==> src/rtl/ctrl_encode_def.sv <==
// Shared encodings for the tiny-CPU control path: fetch FSM states and the
// default reset PC.
package ctrl_encode_def;

  typedef enum logic {
    IF_REQ  = 1'b0,
    IF_WAIT = 1'b1
  } if_state_e;

  localparam logic [31:0] DEFAULT_RESET_PC = 32'h0000_3000;

endpackage

==> src/rtl/ifetch_unit_if.sv <==
// Instruction-memory request/response channel plus the fetch-to-decode
// output channel of the fetch unit.
interface ifetch_unit_if;
  logic        imem_req_valid;
  logic        imem_req_ready;
  logic [31:0] imem_addr;
  logic        imem_rsp_valid;
  logic [31:0] imem_rsp_data;
  logic        if_valid;
  logic        if_ready;
  logic [31:0] if_pc;
  logic [31:0] if_instr;

  modport master (
    output imem_req_valid, imem_addr, if_valid, if_pc, if_instr,
    input  imem_req_ready, imem_rsp_valid, imem_rsp_data, if_ready
  );

  modport slave (
    input  imem_req_valid, imem_addr, if_valid, if_pc, if_instr,
    output imem_req_ready, imem_rsp_valid, imem_rsp_data, if_ready
  );
endinterface

==> src/rtl/ifetch_unit.sv <==
// Fetch front end: one outstanding imem read, one-entry output register to
// decode, redirects squash in-flight or buffered wrong-path fetches.
module ifetch_unit
  import ctrl_encode_def::*;
#(
  parameter logic [31:0] RESET_PC = DEFAULT_RESET_PC
) (
  input  logic          clk,
  input  logic          rstn,
  input  logic          redirect,
  input  logic [31:0]   redirect_pc,
  ifetch_unit_if.master bus,
  output logic [31:0]   pc_o
);

  if_state_e   state_q, state_d;
  logic [31:0] pc_q, pc_d;
  logic        drop_q, drop_d;
  logic        if_valid_q, if_valid_d;
  logic [31:0] if_pc_q, if_pc_d;
  logic [31:0] if_instr_q, if_instr_d;
  logic        req_valid;
  logic        slot_free;

  always_comb begin
    state_d    = state_q;
    pc_d       = pc_q;
    drop_d     = drop_q;
    if_valid_d = if_valid_q;
    if_pc_d    = if_pc_q;
    if_instr_d = if_instr_q;
    req_valid  = 1'b0;
    slot_free  = !if_valid_q || bus.if_ready;

    case (state_q)
      IF_REQ: begin
        // rstn gate keeps the request low while reset is held
        req_valid = rstn && slot_free && !redirect;
        if (if_valid_q && bus.if_ready) begin
          if_valid_d = 1'b0;
        end
        if (req_valid && bus.imem_req_ready) begin
          state_d = IF_WAIT;
          drop_d  = 1'b0;
        end
      end
      IF_WAIT: begin
        if (bus.imem_rsp_valid) begin
          state_d = IF_REQ;
          drop_d  = 1'b0;
          if (!drop_q) begin
            if_valid_d = 1'b1;
            if_pc_d    = pc_q;
            if_instr_d = bus.imem_rsp_data;
            pc_d       = pc_q + 32'd4;
          end
        end
      end
      default: state_d = IF_REQ;
    endcase

    // Redirect overrides everything; a response still owed becomes stale.
    if (redirect) begin
      pc_d       = redirect_pc & 32'hFFFF_FFFC;
      if_valid_d = 1'b0;
      if_pc_d    = if_pc_q;
      if_instr_d = if_instr_q;
      if (state_q == IF_WAIT && !bus.imem_rsp_valid) begin
        drop_d = 1'b1;
      end
    end
  end

  always_ff @(posedge clk or negedge rstn) begin
    if (!rstn) begin
      state_q    <= IF_REQ;
      pc_q       <= RESET_PC;
      drop_q     <= 1'b0;
      if_valid_q <= 1'b0;
      if_pc_q    <= 32'h0;
      if_instr_q <= 32'h0;
    end else begin
      state_q    <= state_d;
      pc_q       <= pc_d;
      drop_q     <= drop_d;
      if_valid_q <= if_valid_d;
      if_pc_q    <= if_pc_d;
      if_instr_q <= if_instr_d;
    end
  end

  assign bus.imem_req_valid = req_valid;
  assign bus.imem_addr      = pc_q;
  assign bus.if_valid       = if_valid_q;
  assign bus.if_pc          = if_pc_q;
  assign bus.if_instr       = if_instr_q;
  assign pc_o               = pc_q;

endmodule

==> src/flat_wrapper.sv <==
// flat-port wrapper written by rule: the top's interface ports become plain ports
module ifetch_unit_flat import ctrl_encode_def::*;
#(
  parameter logic [31:0] RESET_PC = DEFAULT_RESET_PC
)
  (clk, rstn, redirect, redirect_pc, pc_o, bus_imem_req_valid, bus_imem_addr, bus_if_valid, bus_if_pc, bus_if_instr, bus_imem_req_ready, bus_imem_rsp_valid, bus_imem_rsp_data, bus_if_ready);
  ifetch_unit_if bus_i ();
  input  logic clk;
  input  logic rstn;
  input  logic redirect;
  input  logic [31:0] redirect_pc;
  output logic [31:0] pc_o;
  output wire logic [$bits(bus_i.imem_req_valid)-1:0] bus_imem_req_valid;
  output wire logic [$bits(bus_i.imem_addr)-1:0] bus_imem_addr;
  output wire logic [$bits(bus_i.if_valid)-1:0] bus_if_valid;
  output wire logic [$bits(bus_i.if_pc)-1:0] bus_if_pc;
  output wire logic [$bits(bus_i.if_instr)-1:0] bus_if_instr;
  input wire logic [$bits(bus_i.imem_req_ready)-1:0] bus_imem_req_ready;
  input wire logic [$bits(bus_i.imem_rsp_valid)-1:0] bus_imem_rsp_valid;
  input wire logic [$bits(bus_i.imem_rsp_data)-1:0] bus_imem_rsp_data;
  input wire logic [$bits(bus_i.if_ready)-1:0] bus_if_ready;
  assign bus_imem_req_valid = bus_i.imem_req_valid;
  assign bus_imem_addr = bus_i.imem_addr;
  assign bus_if_valid = bus_i.if_valid;
  assign bus_if_pc = bus_i.if_pc;
  assign bus_if_instr = bus_i.if_instr;
  assign bus_i.imem_req_ready = bus_imem_req_ready;
  assign bus_i.imem_rsp_valid = bus_imem_rsp_valid;
  assign bus_i.imem_rsp_data = bus_imem_rsp_data;
  assign bus_i.if_ready = bus_if_ready;
  ifetch_unit #(.RESET_PC(RESET_PC)) u_core (.clk(clk), .rstn(rstn), .redirect(redirect), .redirect_pc(redirect_pc), .bus(bus_i), .pc_o(pc_o));
endmodule
==> config.mk <==
export PLATFORM = sky130hd
export DESIGN_NAME = ifetch_unit_flat
export DESIGN_NICKNAME = d
export VERILOG_FILES = /design/src/rtl/ctrl_encode_def.sv /design/src/rtl/ifetch_unit_if.sv /design/src/rtl/ifetch_unit.sv /design/src/flat_wrapper.sv
export SDC_FILE = /design/constraint.sdc
export NUM_CORES = 1
export LEC_CHECK = 0
export CORE_ASPECT_RATIO = 0.6
export CORE_MARGIN = 2
export CORE_UTILIZATION = 42
export CTS_CLUSTER_DIAMETER = 120
export DETAILED_ROUTE_END_ITERATION = 16
export GPL_ROUTABILITY_DRIVEN = 0
export PLACE_DENSITY = 0.83
export SYNTH_ARGS = -nofsm -noshare
export SYNTH_HDL_FRONTEND = slang
export SYNTH_SLANG_ARGS = --single-unit
==> constraint.sdc <==
create_clock -name clk -period 2.85 [get_ports clk]
set_input_delay 0.4275 -clock clk [delete_from_list [all_inputs] [get_ports clk]]
set_output_delay 0.4275 -clock clk [all_outputs]
set_load 0.1 [all_outputs]
== Word-level counts from Yosys, hierarchy flattened ==
Cells that the tools add are included.

* Memories kept: 0
* Input port bits: 70
* Bits in read-only memories: 0
* Memory bits (writable): 0
* Output and inout port bits: 130
* Word-level logic and storage cells: 46
* Bits in latches: 0
* Register bits: 99

* Div/mod/pow operators: 0
* Equal/unequal tests: 4
* Reductions and logical operators: 14
* Add/subtract/negate cells: 1
* Bitwise operators: 3
* Mux-type cells: 18
* Shift-type cells: 0
* Multipliers: 0
* Magnitude comparators: 0

{| class="wikitable"
|+ Operators by type and width
! operator !! number
|-
| $mux W32 || 4
|-
| $add A32 B3 Y32 const B || 1
|-
| $mux W1 || 11
|-
| $ne A3 B3 Y1 const B || 2
|-
| $pmux W1 S2 || 3
|-
| $reduce_and A3 Y1 || 2
|-
| $logic_and A1 B1 Y1 || 5
|-
| $reduce_and A4 Y1 || 1
|-
| $reduce_bool A2 Y1 || 2
|-
| $logic_not A1 Y1 || 3
|-
| $ne A3 B2 Y1 const B || 1
|-
| $not A1 Y1 || 3
|-
| $ne A2 B2 Y1 const B || 1
|-
| $logic_or A1 B1 Y1 || 1
|}

== Longest topological paths before layout ==
Gate-level depths: netlist (run 1).

* Depth in word-level cells: 9
* Gate-level depth with buffers: 6
* Mapped depth without buffers: 5

== Worst setup path before layout (run 1) ==
OpenSTA, ideal clock, no wires.

* Path type: reg-to-reg
* From: register u_core.pc_q[2] (netlist: u_core.bus.imem_addr[2])
* To: register u_core.pc_q[26] (netlist: u_core.bus.imem_addr[26])
* Arrival: 2,767 ps
* Required time: 2,768 ps
* Setup time: 82 ps
* Stages on the path, launching flop included: 7
* Period minus slack after synthesis: 2,849 ps
* Setup slack: 1 ps
* Cell sequence: dfrtp_1 > ha_1 > nand2_1 > or4_4 > buf_6 > or4_1 > a31oi_1

* Word-level cells in the longest chain between the ends: 5

{| class="wikitable"
|+ Ends and longest elaborated chain
! element !! line !! RTL
|-
| start: declaration || ifetch_unit.sv:17 || <nowiki>logic [31:0] pc_q, pc_d;</nowiki>
|-
| start signal: assignment || ifetch_unit.sv:84 || <nowiki>pc_q <= pc_d;</nowiki>
|-
| $add A32 B3 Y32 || ifetch_unit.sv:55 || <nowiki>pc_d = pc_q + 32'd4;</nowiki>
|-
| $mux W32 || ifetch_unit.sv:51 || <nowiki>if (!drop_q) begin</nowiki>
|-
| $mux W32 || ifetch_unit.sv:48 || <nowiki>if (bus.imem_rsp_valid) begin</nowiki>
|-
| $mux W32 || ifetch_unit.sv:35 || <nowiki>case (state_q)</nowiki>
|-
| $mux W32 || ifetch_unit.sv:63 || <nowiki>if (redirect) begin</nowiki>
|}

Every way passes these cells. The select of a mux whose other input is x is not followed.
A chain may end at the register's enable or synchronous reset.

== Worst setup path after layout (run 1) ==
* From: register u_core.pc_q[2] (netlist: u_core.bus.imem_addr[2])
* To: register u_core.pc_q[24] (netlist: u_core.bus.imem_addr[24])

The elaborated chain is that of the path after synthesis.

==> summary.md, run 1 <==
| Metric | Value |
|---|---|
| Outcome | finished, final reports clean |
| Finish-stage setup viols | 0 |
| Starting Density | 42.7% |
| Die area | 11,500 um^2 |
| Resized Gates After CTS | 0 |
| Setup crit end kind | flop |
| Rows | 29 |
| Clk_skew | 0.00525 ns |
| Via/cell ratio | 5.24 |
| CTS buffer count | 9 |
| CTS root buffer | clkbuf_16 |
| Post-DRT Antenna Nets | 0 |
| Clk sinks | 95 |
| Cell variety after synth | 42 |
| Simple-gate share of the synthesized area | 12.3% |
| FF+latch count, synth | 95 |
| Postcts setup bufs | 0 |
| Core ar. | 10,500 um^2 |
| Startpoint types | flop |
| RSZ-0062 raised after global routing | no |
| Die Y | 83.9 um |
| Post-Synth XOR/XNOR Area | 1.96% |
| Routed WL per cell | 16.6 um |
| Syn avg cell area | 11.6 um^2 |
| Die width | 137 um |
| Critical path cell sequence | ha_1 -> nand2_1 -> or4_4 -> or4_1 -> a31oi_1 |
| Reg clk slew, reported paths | 0.06 ns |
| Area grow syn2layout | 41.8% |
| Main combinational cell family by area after synthesis | multiplexers |
| Residual DRC count | 0 |
| Worst path max stage delay | 0.68 ns |
| Mapped Area | 4470 um^2 |
| Delay-heaviest family, CP | simple AND/OR/NAND/NOR gates |
| Part of the Yosys area used for sequential elements | 53.3% |
| Worst hold path type | input pin to asynchronous set/reset pin |
| Fin crit share | 81.5% |
| Ys flop type | dfrtp_1 |
| Worst Tran Pin Value | 0.679 ns |
| Cells after Synth | 386 |
| Number of global-route vias before repair | 3,626 |
| Worst path buffer plus inverter count | 0 |
| Arrival time at the worst endpoint | 2.58 ns |
| Fmax | 430 MHz |
| YS warnings | 0 |
| Max-slew violations | 0 |
| Critical path type | flop to flop |
| CTS tree | yes |
| Overflow after GRT | 0 |
| H-tree Lvls | 3 |
| Total track usage | 20.5% |
| Ant. Diodes | 0 |
| Synth Area in Compound Gates | 7.48% |
| Max Cap Viol | 0 |
| Fraction of layout cells with a size suffix above 1 | 39.7% |
| Final setup TNS | 0 ns |
| Clock period minus worst slack | 2.32 ns |
| WP data required | 3.10 ns |
| Async set-reset flop share out of synthesis | 100% |
| Largest net degree at the start of global routing | 55 |
| Detailed Place HPWL | 8370 um |
| Final hold vios | 0 |
| DRT Pass-1 Iters | 4 |
| Vias | 3,624 |
| Max Root-Sink Buffers | 2 |
| Critical path's slowest cell | or4_4 |
| Final-stage net count | 619 |
| Initial antenna violation count | 0 |
| Worst-Skew Late Latency | 0.33 ns |
| First-pass GRT wire length | 18,300 um |
| Hold-fix buffers, CTS | 0 |
| Synth Area in Adders | 0.280% |
| Port buffer count | 191 |
| Routed WL | 11,500 um |
| 1st-iter DRT viols | 173 |
| Post-synthesis mux area share | 15.9% |
| Io pins | 200 |
| Number of synthesized flops with an enable pin | 0 |
| Max transition margin | 54.7% |
| Worst Path Max Fanout | 14 |
==> synth_stat cells, types with 2 or more instances <==
| library cell | n | area share (%) |
|---|---|---|
| nand2_1 | 23 | 1.9 |
| nand4b_1 | 2 | 0.39 |
| o21ai_0 | 14 | 1.6 |
| or4_4 | 2 | 0.50 |
| buf_2 | 2 | 0.22 |
| buf_6 | 2 | 0.50 |
| clkbuf_1 | 14 | 1.2 |
| xor2_1 | 2 | 0.39 |
| dfrtp_1 | 93 | 52 |
| mux2_2 | 62 | 16 |
| a31o_2 | 2 | 0.39 |
| nor4_1 | 4 | 0.56 |
| nor3_1 | 5 | 0.56 |
| dfstp_2 | 2 | 1.2 |
| nor2_1 | 24 | 2.0 |
| or4_1 | 12 | 2.0 |
| nand4_1 | 11 | 1.5 |
| buf_4 | 36 | 6.1 |
| nand3_1 | 8 | 0.90 |
| a31oi_1 | 18 | 2.5 |
| xnor2_1 | 8 | 1.6 |
| or3_1 | 3 | 0.42 |
| inv_1 | 7 | 0.59 |
| o31ai_1 | 12 | 2.0 |
==> cell families (layout without fill, tap and decap cells) <==
logic type / after synthesis / after routing
AO/OA/AOI/OAI: 52 / 52
flip-flops: 95 / 95
adder cells (fa/ha/maj): 1 / 1
AND/OR/NAND/NOR: 101 / 101
buffers and inverters: 63 / 224
other: 1 / 6
multiplexers: 63 / 63
XOR/XNOR: 10 / 10
==> layout by cell type (no fill, tap or decap), types with 3 or more instances in the layout <==
cell type	count
mux2_2	62
nand2_1	23
bufinv_16	3
nor2_1	23
dfrtp_1	93
nor4_1	4
xnor2_1	8
nor3_1	5
conb_1	6
or4_1	12
buf_4	133
nand3_1	8
nand4_1	11
or3_1	3
o31ai_1	12
a31oi_1	18
inv_1	7
clkdlybuf4s50_1	66
clkbuf_16	9
o21ai_0	14
==> metrics by stage <==
step,cells,setup WS (ns),area [um^2],hold slack (ns),utilization (%)
final,691,0.526,6330,0.203,60.6
after floorplan,391,0.000851,4480,0.132,-
after global routing,691,0.401,6330,0.240,60.6
after detailed placement,676,0.264,6010,0.496,57.5
after CTS,691,0.543,6330,0.221,60.6
after global placement,676,0.326,6010,0.490,57.5
==> layer usage <==
metal / global-route usage [%] / share of wire [%]
met5: 0 / 0
met4: 7.03 / 1.6
met3: 6.98 / 9.9
met2: 30.4 / 44
met1: 28.0 / 45
==> sequential cells by signal, summed over array words and instances, names as in the netlist <==
| signal | count |
|---|---|
| u_core.bus.if_valid | 1 |
| u_core.bus.imem_addr | 30 |
| u_core.drop_q | 1 |
| u_core.state_q | 1 |
| u_core.bus.if_instr | 32 |
| u_core.bus.if_pc | 30 |
==> area by class of cell <==
class | count | area, um^2
fillers | 839 | 4120
clock inverters | 4 | 95.1
inverters | 8 | 30.0
repair buffers | 201 | 1700
flip-flops and latches | 95 | 2380
multi-input cells | 233 | 1720
well taps | 139 | 174
clock buffers | 11 | 233
==> path summary, 6_finish.rpt <==
check / from / endpoint / slack (ns) / cells past startpoint
setup reg to reg: u_core.bus.imem_addr[2]$_DFFE_PN0P_ / u_core.bus.imem_addr[24]$_DFFE_PN0P_ / 0.53 / 5
setup / recovery: u_core.bus.imem_addr[2]$_DFFE_PN0P_ / u_core.bus.imem_addr[24]$_DFFE_PN0P_ / 0.53 / 5
min in group clk: rstn / u_core.state_q$_DFF_PN0_ / 0.49 / 3
hold / removal: rstn / u_core.bus.imem_addr[23]$_DFFE_PN0P_ / 0.20 / 2
max in group asynchronous: rstn / u_core.bus.if_pc[12]$_DFFE_PN0P_ / 2.12 / 2
hold reg to reg: u_core.bus.if_pc[4]$_DFFE_PN0P_ / u_core.bus.if_pc[4]$_DFFE_PN0P_ / 0.51 / 1
Power of run 1 is not shown: default switching activity piles up to over one toggle a cycle in this logic, so the estimate is an artifact.
==> run 2: changes to the inputs <==
- CORE_UTILIZATION: 42 -> 38
- PLACE_DENSITY: 0.83 -> 0.79
- clock period: 2.85 -> 1.9 ns (I/O delays scaled with it)
==> run 2 against run 1 <==
Effect of this change:
- the flow now finishes with violations (setup timing)
- global-route usage increased by 0.075 points
- via count up 7.1%
- highest routed layer unchanged
- critical path depth is the same
- utilization increased by 4.3 points
- cell area is 17% higher
- die area grew 10%
- worst hold slack better by 0.30 ns
- critical path type unchanged
- first-iteration DRC count is 8.7% lower
==> summary.md, run 2 (same netlist as run 1, synthesis figures left out) <==
| Metric | Value |
|---|---|
| Outcome | finished, violations left |
| Failing checks | setup timing |
| CTS tree | yes |
| Finish-stage setup viols | 14 (+14) |
| Number of global-route vias before repair | 3,968 (+9.4%) |
| Most frequent cells in the layout | buf_4, dfrtp_1, clkdlybuf4s50_1 |
| Rows | 30 (+3.4%) |
| Routed WL | 13,000 um (+13%) |
| Placed Instances | 748 (+11%) |
| H-tree Lvls | 3 (unchanged) |
| Max reg flops | 32 (unchanged) |
| Clock period minus worst slack | 2.04 ns (-0.280 ns) |
| WP data required | 2.16 ns (-0.94 ns) |
| Post-DRT Antenna Nets | 0 (unchanged) |
| Max Cap Viol | 0 (unchanged) |
| Area grow syn2layout | 65.4% |
| Io pins | 200 (unchanged) |
| Vias | 3,883 (+7.1%) |
| Via/cell ratio | 5.04 (-3.8%) |
| Port buffer count | 191 (unchanged) |
| Setup crit end kind | flop |
| Final-stage net count | 676 (+9.2%) |
| Worst hold path type | input pin to flop |
| Worst-Skew Late Latency | 0.34 ns (about the same) |
| Ant. Diodes | 0 (unchanged) |
| Fin crit share | 108% (+26 points) |
| Fmax | 489 MHz (+14%) |
| Detailed Place HPWL | 9590 um (+15%) |
| Core ar. | 11,400 um^2 (+8.8%) |
| Starting Density | 39.3% (-3.5 points) |
| Die width | 144 um (+5.0%) |
| Leakage power | 3.19 nW |
| Hold_ws | 0.502 ns (+0.300 ns) |
| Clk_skew | 0.00723 ns (+0.00198 ns) |
| DRT Pass-1 Iters | 4 (unchanged) |
| CTS buffer count | 9 (unchanged) |
| WL met1 | 5510 um (+7.3%) |
| Reg clk slew, reported paths | 0.07 ns (about the same) |
| 1st-iter DRT viols | 158 (-8.7%) |
| Max transition margin | 41.8% (-13 points) |
| Final Worst Setup Slack | -0.144 ns (-0.670 ns) |
| Residual DRC count | 0 (unchanged) |
| Worst Tran Pin Value | 0.873 ns (+0.193 ns) |
| WL met2 | 6260 um (+25%) |
| Most common cell after layout, fill and taps aside | buf_4 |
| Power Density | 1700 nW/um^2 |
| First-pass GRT wire length | 20,200 um (+11%) |
| Total power | 0.0126 W |
| Initial antenna violation count | 0 (unchanged) |
| RSZ-0062 raised after global routing | yes |
| Final hold vios | 0 (unchanged) |
| Die Y | 88.0 um (+4.9%) |
| Max-slew violations | 0 (unchanged) |
| Startpoint types | flop |
| Routed WL per cell | 16.9 um (+1.6%) |
| Max Root-Sink Buffers | 2 (unchanged) |
| Met3 WL | 1050 um (-7.9%) |
| VDD IR max | 1.66 mV |
| Die area | 12,700 um^2 (+10%) |
| Largest net degree at the start of global routing | 69 (+25%) |
| Total track usage | 20.6% (+0.075 points) |
| Critical path type | flop to flop |
| Worst Path Max Fanout | 6 (-8) |
| Overflow after GRT | 0 (unchanged) |
| Arrival time at the worst endpoint | 2.30 ns (-0.28 ns) |
| Clk sinks | 95 (unchanged) |
| Fraction of layout cells with a size suffix above 1 | 51.1% (+11 points) |
| Cell Count, Final, Fillers Out | 770 (+11%) |
| Highest routed metal layer | met4 |
| CTS root buffer | clkbuf_16 |
run 2: changes by cell type in the layout (fill, tap and decap cells not counted), moves of 5 or more:
cell	before	now
dfrtp_1	93	75
o31ai_1	12	7
dfrtp_4	0	7
dfrtp_2	0	11
or4_4	2	7
buf_4	133	150
buf_12	2	37
run 2: where the power goes:
group          switching [W]  total (W)  leakage, nW  internal, W
combinational        0.00600    0.00777         1.94      0.00178
clock               0.000794    0.00173        0.133     0.000936
sequential          0.000389    0.00306         1.12      0.00267
total                0.00718     0.0126         3.19      0.00538
run 2: worst max-delay path, stage by stage (launching register included):
cell and delay (ns):
dfstp_4 0.62, nand4_1 0.14, buf_4 0.18, or4_4 0.48, or4_1 0.41, a31oi_1 0.14
run 2: worst paths after layout:
| kind | start | end | slack (ns) | cells after the start |
|---|---|---|---|---|
| max | u_core.bus.imem_addr[12]$_DFFE_PN1P_ | u_core.bus.imem_addr[21]$_DFFE_PN0P_ | -0.14 | 5 |
| max reg2reg | u_core.bus.imem_addr[12]$_DFFE_PN1P_ | u_core.bus.imem_addr[21]$_DFFE_PN0P_ | -0.14 | 5 |
| min | redirect_pc[10] | u_core.bus.imem_addr[10]$_DFFE_PN0P_ | 0.50 | 3 |
| min in group asynchronous | rstn | u_core.drop_q$_DFF_PN0_ | 0.52 | 3 |
| min reg2reg | u_core.bus.if_pc[8]$_DFFE_PN0P_ | u_core.bus.if_pc[8]$_DFFE_PN0P_ | 0.51 | 1 |
| max in group asynchronous | rstn | u_core.bus.imem_addr[6]$_DFFE_PN0P_ | 0.53 | 3 |
run 2: per-stage QoR:
step           area (um^2)  util [%]  setup WS (ns)  TNS, ns
6_report              7390      64.9         -0.144    -1.52
5_1_grt               7390      64.9         -0.229    -2.35
4_1_cts               7280      64.0         -0.143    -1.36
3_5_place_dp          6920      60.8         -0.413   -10.50
3_3_place_gp          6920      60.8         -0.391    -8.67
2_1_floorplan         4560         -         -0.451    -5.03
run 2: layout make-up:
class,count,area [um^2]
Fill cell,850,3990
Clock inverter,5,41.3
Multi-Input combinational cell,234,1870
Clock buffer,11,243
Tap cell,160,200
Timing Repair Buffer,257,2570
Inverter,8,30.0
Sequential cell,95,2430
run 2: layer usage:
layer  vias to the layer above  track usage [%]
met5                         -                0
li1                       1789                -
met4                         0             4.10
met3                        20             6.94
met2                       167             34.1
met1                      1907             26.7
run 2: repair_timing:
item	in CTS	in global routing
gates cloned	1	0
setup buffers	2	2
setup endpoints to repair	14	15
hold buffers	1	0
resized for setup	8	16
hold endpoints to repair	27	0
pin swaps	7	9
(Power assumes the default switching activity.)
==> run 3: changes to the inputs <==
==> constraint.sdc (replaced) <==
create_clock -name clk -period 1.9 [get_ports clk]
set_input_delay 0.19 -clock clk [delete_from_list [all_inputs] [get_ports clk]]
set_output_delay 0.19 -clock clk [all_outputs]
set_load 0.1 [all_outputs]
==> run 3 against run 2 <==
Effect of this change:
- maximum frequency fell by 1.2%
- sequential share of layout area rose by 1.9 points
- the run still ends with setup timing left
- first-iteration DRC count rose by 27%
- largest cell class is now registers
==> summary.md, run 3 (same netlist as run 1, synthesis figures left out) <==
| Metric | Value |
|---|---|
| Outcome | finished, violations left |
| Failing checks | setup timing |
| Cell Count, Final, Fillers Out | 764 (-0.78%) |
| Port buffer count | 191 (unchanged) |
| Worst Tran Pin Value | 0.500 ns (-0.372 ns) |
| Worst path max stage delay | 0.62 ns (about the same) |
| Most frequent CP cell | or4_4 |
| Switching Share | 57.0% (-0.13 points) |
| Sequential power share | 24.4% (about the same) |
| Worst Path Max Fanout | 6 (unchanged) |
| Final-stage net count | 670 (-0.89%) |
| RSZ-0062 raised after global routing | yes |
| Most common cell after layout, fill and taps aside | buf_4 |
| Ant. Diodes | 0 (unchanged) |
| Clk sinks | 95 (unchanged) |
| Critical path cell sequence | nand4_1 -> or4_4 -> or4_4 -> a31oi_2 |
| Max reg flops | 32 (unchanged) |
| Clock period minus worst slack | 2.07 ns (+0.0245 ns) |
| Delay-heaviest family, CP | simple AND/OR/NAND/NOR gates |
| Io pins | 200 (unchanged) |
| Worst-Skew Late Latency | 0.34 ns (about the same) |
| Residual DRC count | 0 (unchanged) |
| Routed WL | 12,700 um (-2.1%) |
| Vias | 3,895 (+0.31%) |
| Final hold vios | 0 (unchanged) |
| Core ar. | 11,400 um^2 (unchanged) |
| H-tree Lvls | 3 (unchanged) |
| Finish-stage setup viols | 14 (unchanged) |
| Comb pwr share | 60.3% (-1.6 points) |
| WP data required | 2.16 ns (about the same) |
| CTS tree | yes |
| Max Cap Viol | 0 (unchanged) |
| Rows | 30 (unchanged) |
| Routed WL per cell | 16.7 um (-1.3%) |
| Internal power | 0.00539 W (about the same) |
| Startpoint types | flop |
| Arrival time at the worst endpoint | 2.33 ns (+0.03 ns) |
| 1st-iter DRT viols | 200 (+27%) |
| Clk_skew | 0.00685 ns (-0.000382 ns) |
| Fmax | 483 MHz (-1.2%) |
| Setup crit end kind | flop |
| Leakage power | 3.05 nW (-4.5%) |
| Die width | 144 um (unchanged) |
| Critical path type | flop to flop |
| Clock power frac | 15.3% (+1.5 points) |
| Most frequent cells in the layout | buf_4, dfrtp_1, clkdlybuf4s50_1 |
| Area grow syn2layout | 56.4% |
| Starting Density | 39.3% (unchanged) |
| Max-slew violations | 0 (unchanged) |
| Fillers | 935 (+10%) |
| Overflow after GRT | 0 (unchanged) |
| Die area | 12,700 um^2 (unchanged) |
| CTS root buffer | clkbuf_16 |
| Detailed Place HPWL | 9260 um (-3.5%) |
| Max Root-Sink Buffers | 2 (unchanged) |
| Max transition margin | 66.6% (+25 points) |
| Via/cell ratio | 5.10 (+1.1%) |
| Die Y | 88.0 um (unchanged) |
| Initial antenna violation count | 0 (unchanged) |
| Post-DRT Antenna Nets | 0 (unchanged) |
| Fraction of layout cells with a size suffix above 1 | 50.8% (-0.32 points) |
| Worst hold path type | input pin to asynchronous set/reset pin |
| Placed Instances | 743 (-0.67%) |
| Psw | 0.00715 W (-0.45%) |
| Total track usage | 20.4% (-0.23 points) |
| Power Density | 1790 nW/um^2 (+5.5%) |
| CTS buffer count | 9 (unchanged) |
| Worst path buffer plus inverter count | 0 (-1) |
| Fin crit share | 109% (+1.3 points) |
| First-pass GRT wire length | 19,900 um (-1.5%) |
| Number of global-route vias before repair | 3,841 (-3.2%) |
| Final Worst Setup Slack | -0.168 ns (-0.0245 ns) |
| VDD IR max | 1.58 mV (-4.8%) |
| Critical path's slowest cell | dfstp_4 |
| Largest net degree at the start of global routing | 88 (+28%) |
| Hold_ws | 0.214 ns (-0.289 ns) |
| DRT Pass-1 Iters | 4 (unchanged) |
| Reg clk slew, reported paths | 0.07 ns (about the same) |
==> run 3: path summary, 6_finish.rpt <==
path                                                 startpoint  cells after the start  slack, ns                              endpoint
min in group clk                                 redirect_pc[8]                      3       0.41   u_core.bus.imem_addr[8]$_DFFE_PN0P_
setup reg to reg           u_core.bus.imem_addr[12]$_DFFE_PN1P_                      4      -0.17  u_core.bus.imem_addr[31]$_DFFE_PN0P_
hold / removal                                             rstn                      2       0.21      u_core.bus.if_pc[25]$_DFFE_PN0P_
hold reg to reg                u_core.bus.if_pc[15]$_DFFE_PN0P_                      1       0.51      u_core.bus.if_pc[15]$_DFFE_PN0P_
setup / recovery           u_core.bus.imem_addr[12]$_DFFE_PN1P_                      4      -0.17  u_core.bus.imem_addr[31]$_DFFE_PN0P_
max in group asynchronous                                  rstn                      3       0.96   u_core.bus.if_instr[22]$_DFFE_PN0P_
==> run 3: what timing repair did <==
item | 4_1_cts | 5_1_grt
pin swaps | 5 | 6
gates cloned | 1 | 0
buffers inserted | 3 | 0
endpoints found under the hold margin | 8 | 0
setup endpoints to repair | 14 | 15
hold buffers | 1 | 0
resized for setup | 7 | 15
==> run 3: cell type report <==
cell class,count,area [um^2],share of cell area (%)
clock buffer,11,253,3.62
clock inverter,5,62.6,0.896
inverter,8,30.0,0.430
multi-input combinational,234,1840,26.4
sequential,95,2430,34.8
tap,160,200,2.87
timing repair buffer,251,2170,31.0
==> run 3: stage by stage <==
stage          util [%]  total power [W]  worst slack [ns]  instance area [um^2]  TNS [ns]
2_1_floorplan         -          0.00897            -0.451                  4560     -5.03
3_3_place_gp       57.3           0.0106            -0.299                  6520     -4.17
3_5_place_dp       57.3           0.0107            -0.344                  6520     -6.22
4_1_cts            60.7           0.0126            -0.162                  6900     -1.60
5_1_grt            61.4           0.0130            -0.240                  6980     -2.62
6_report           61.4           0.0125            -0.168                  6980     -1.61
==> run 3: power groups by stage <==
stage | logic [W] | registers [W] | clock network (W)
after floorplan | 0.00130 | 0.00767 | 0
after global placement | 0.00752 | 0.00304 | 0
after detailed placement | 0.00758 | 0.00308 | 0
after CTS | 0.00758 | 0.00306 | 0.00197
after global routing | 0.00776 | 0.00314 | 0.00206
final | 0.00756 | 0.00305 | 0.00192
==> run 3: layer usage <==
metal	track usage (%)	routed length, um	share of wire [%]
met3	6.78	1100	8.6
met4	5.61	137	1.1
met2	31.7	5840	46
met1	27.4	5650	44
met5	0	0	0
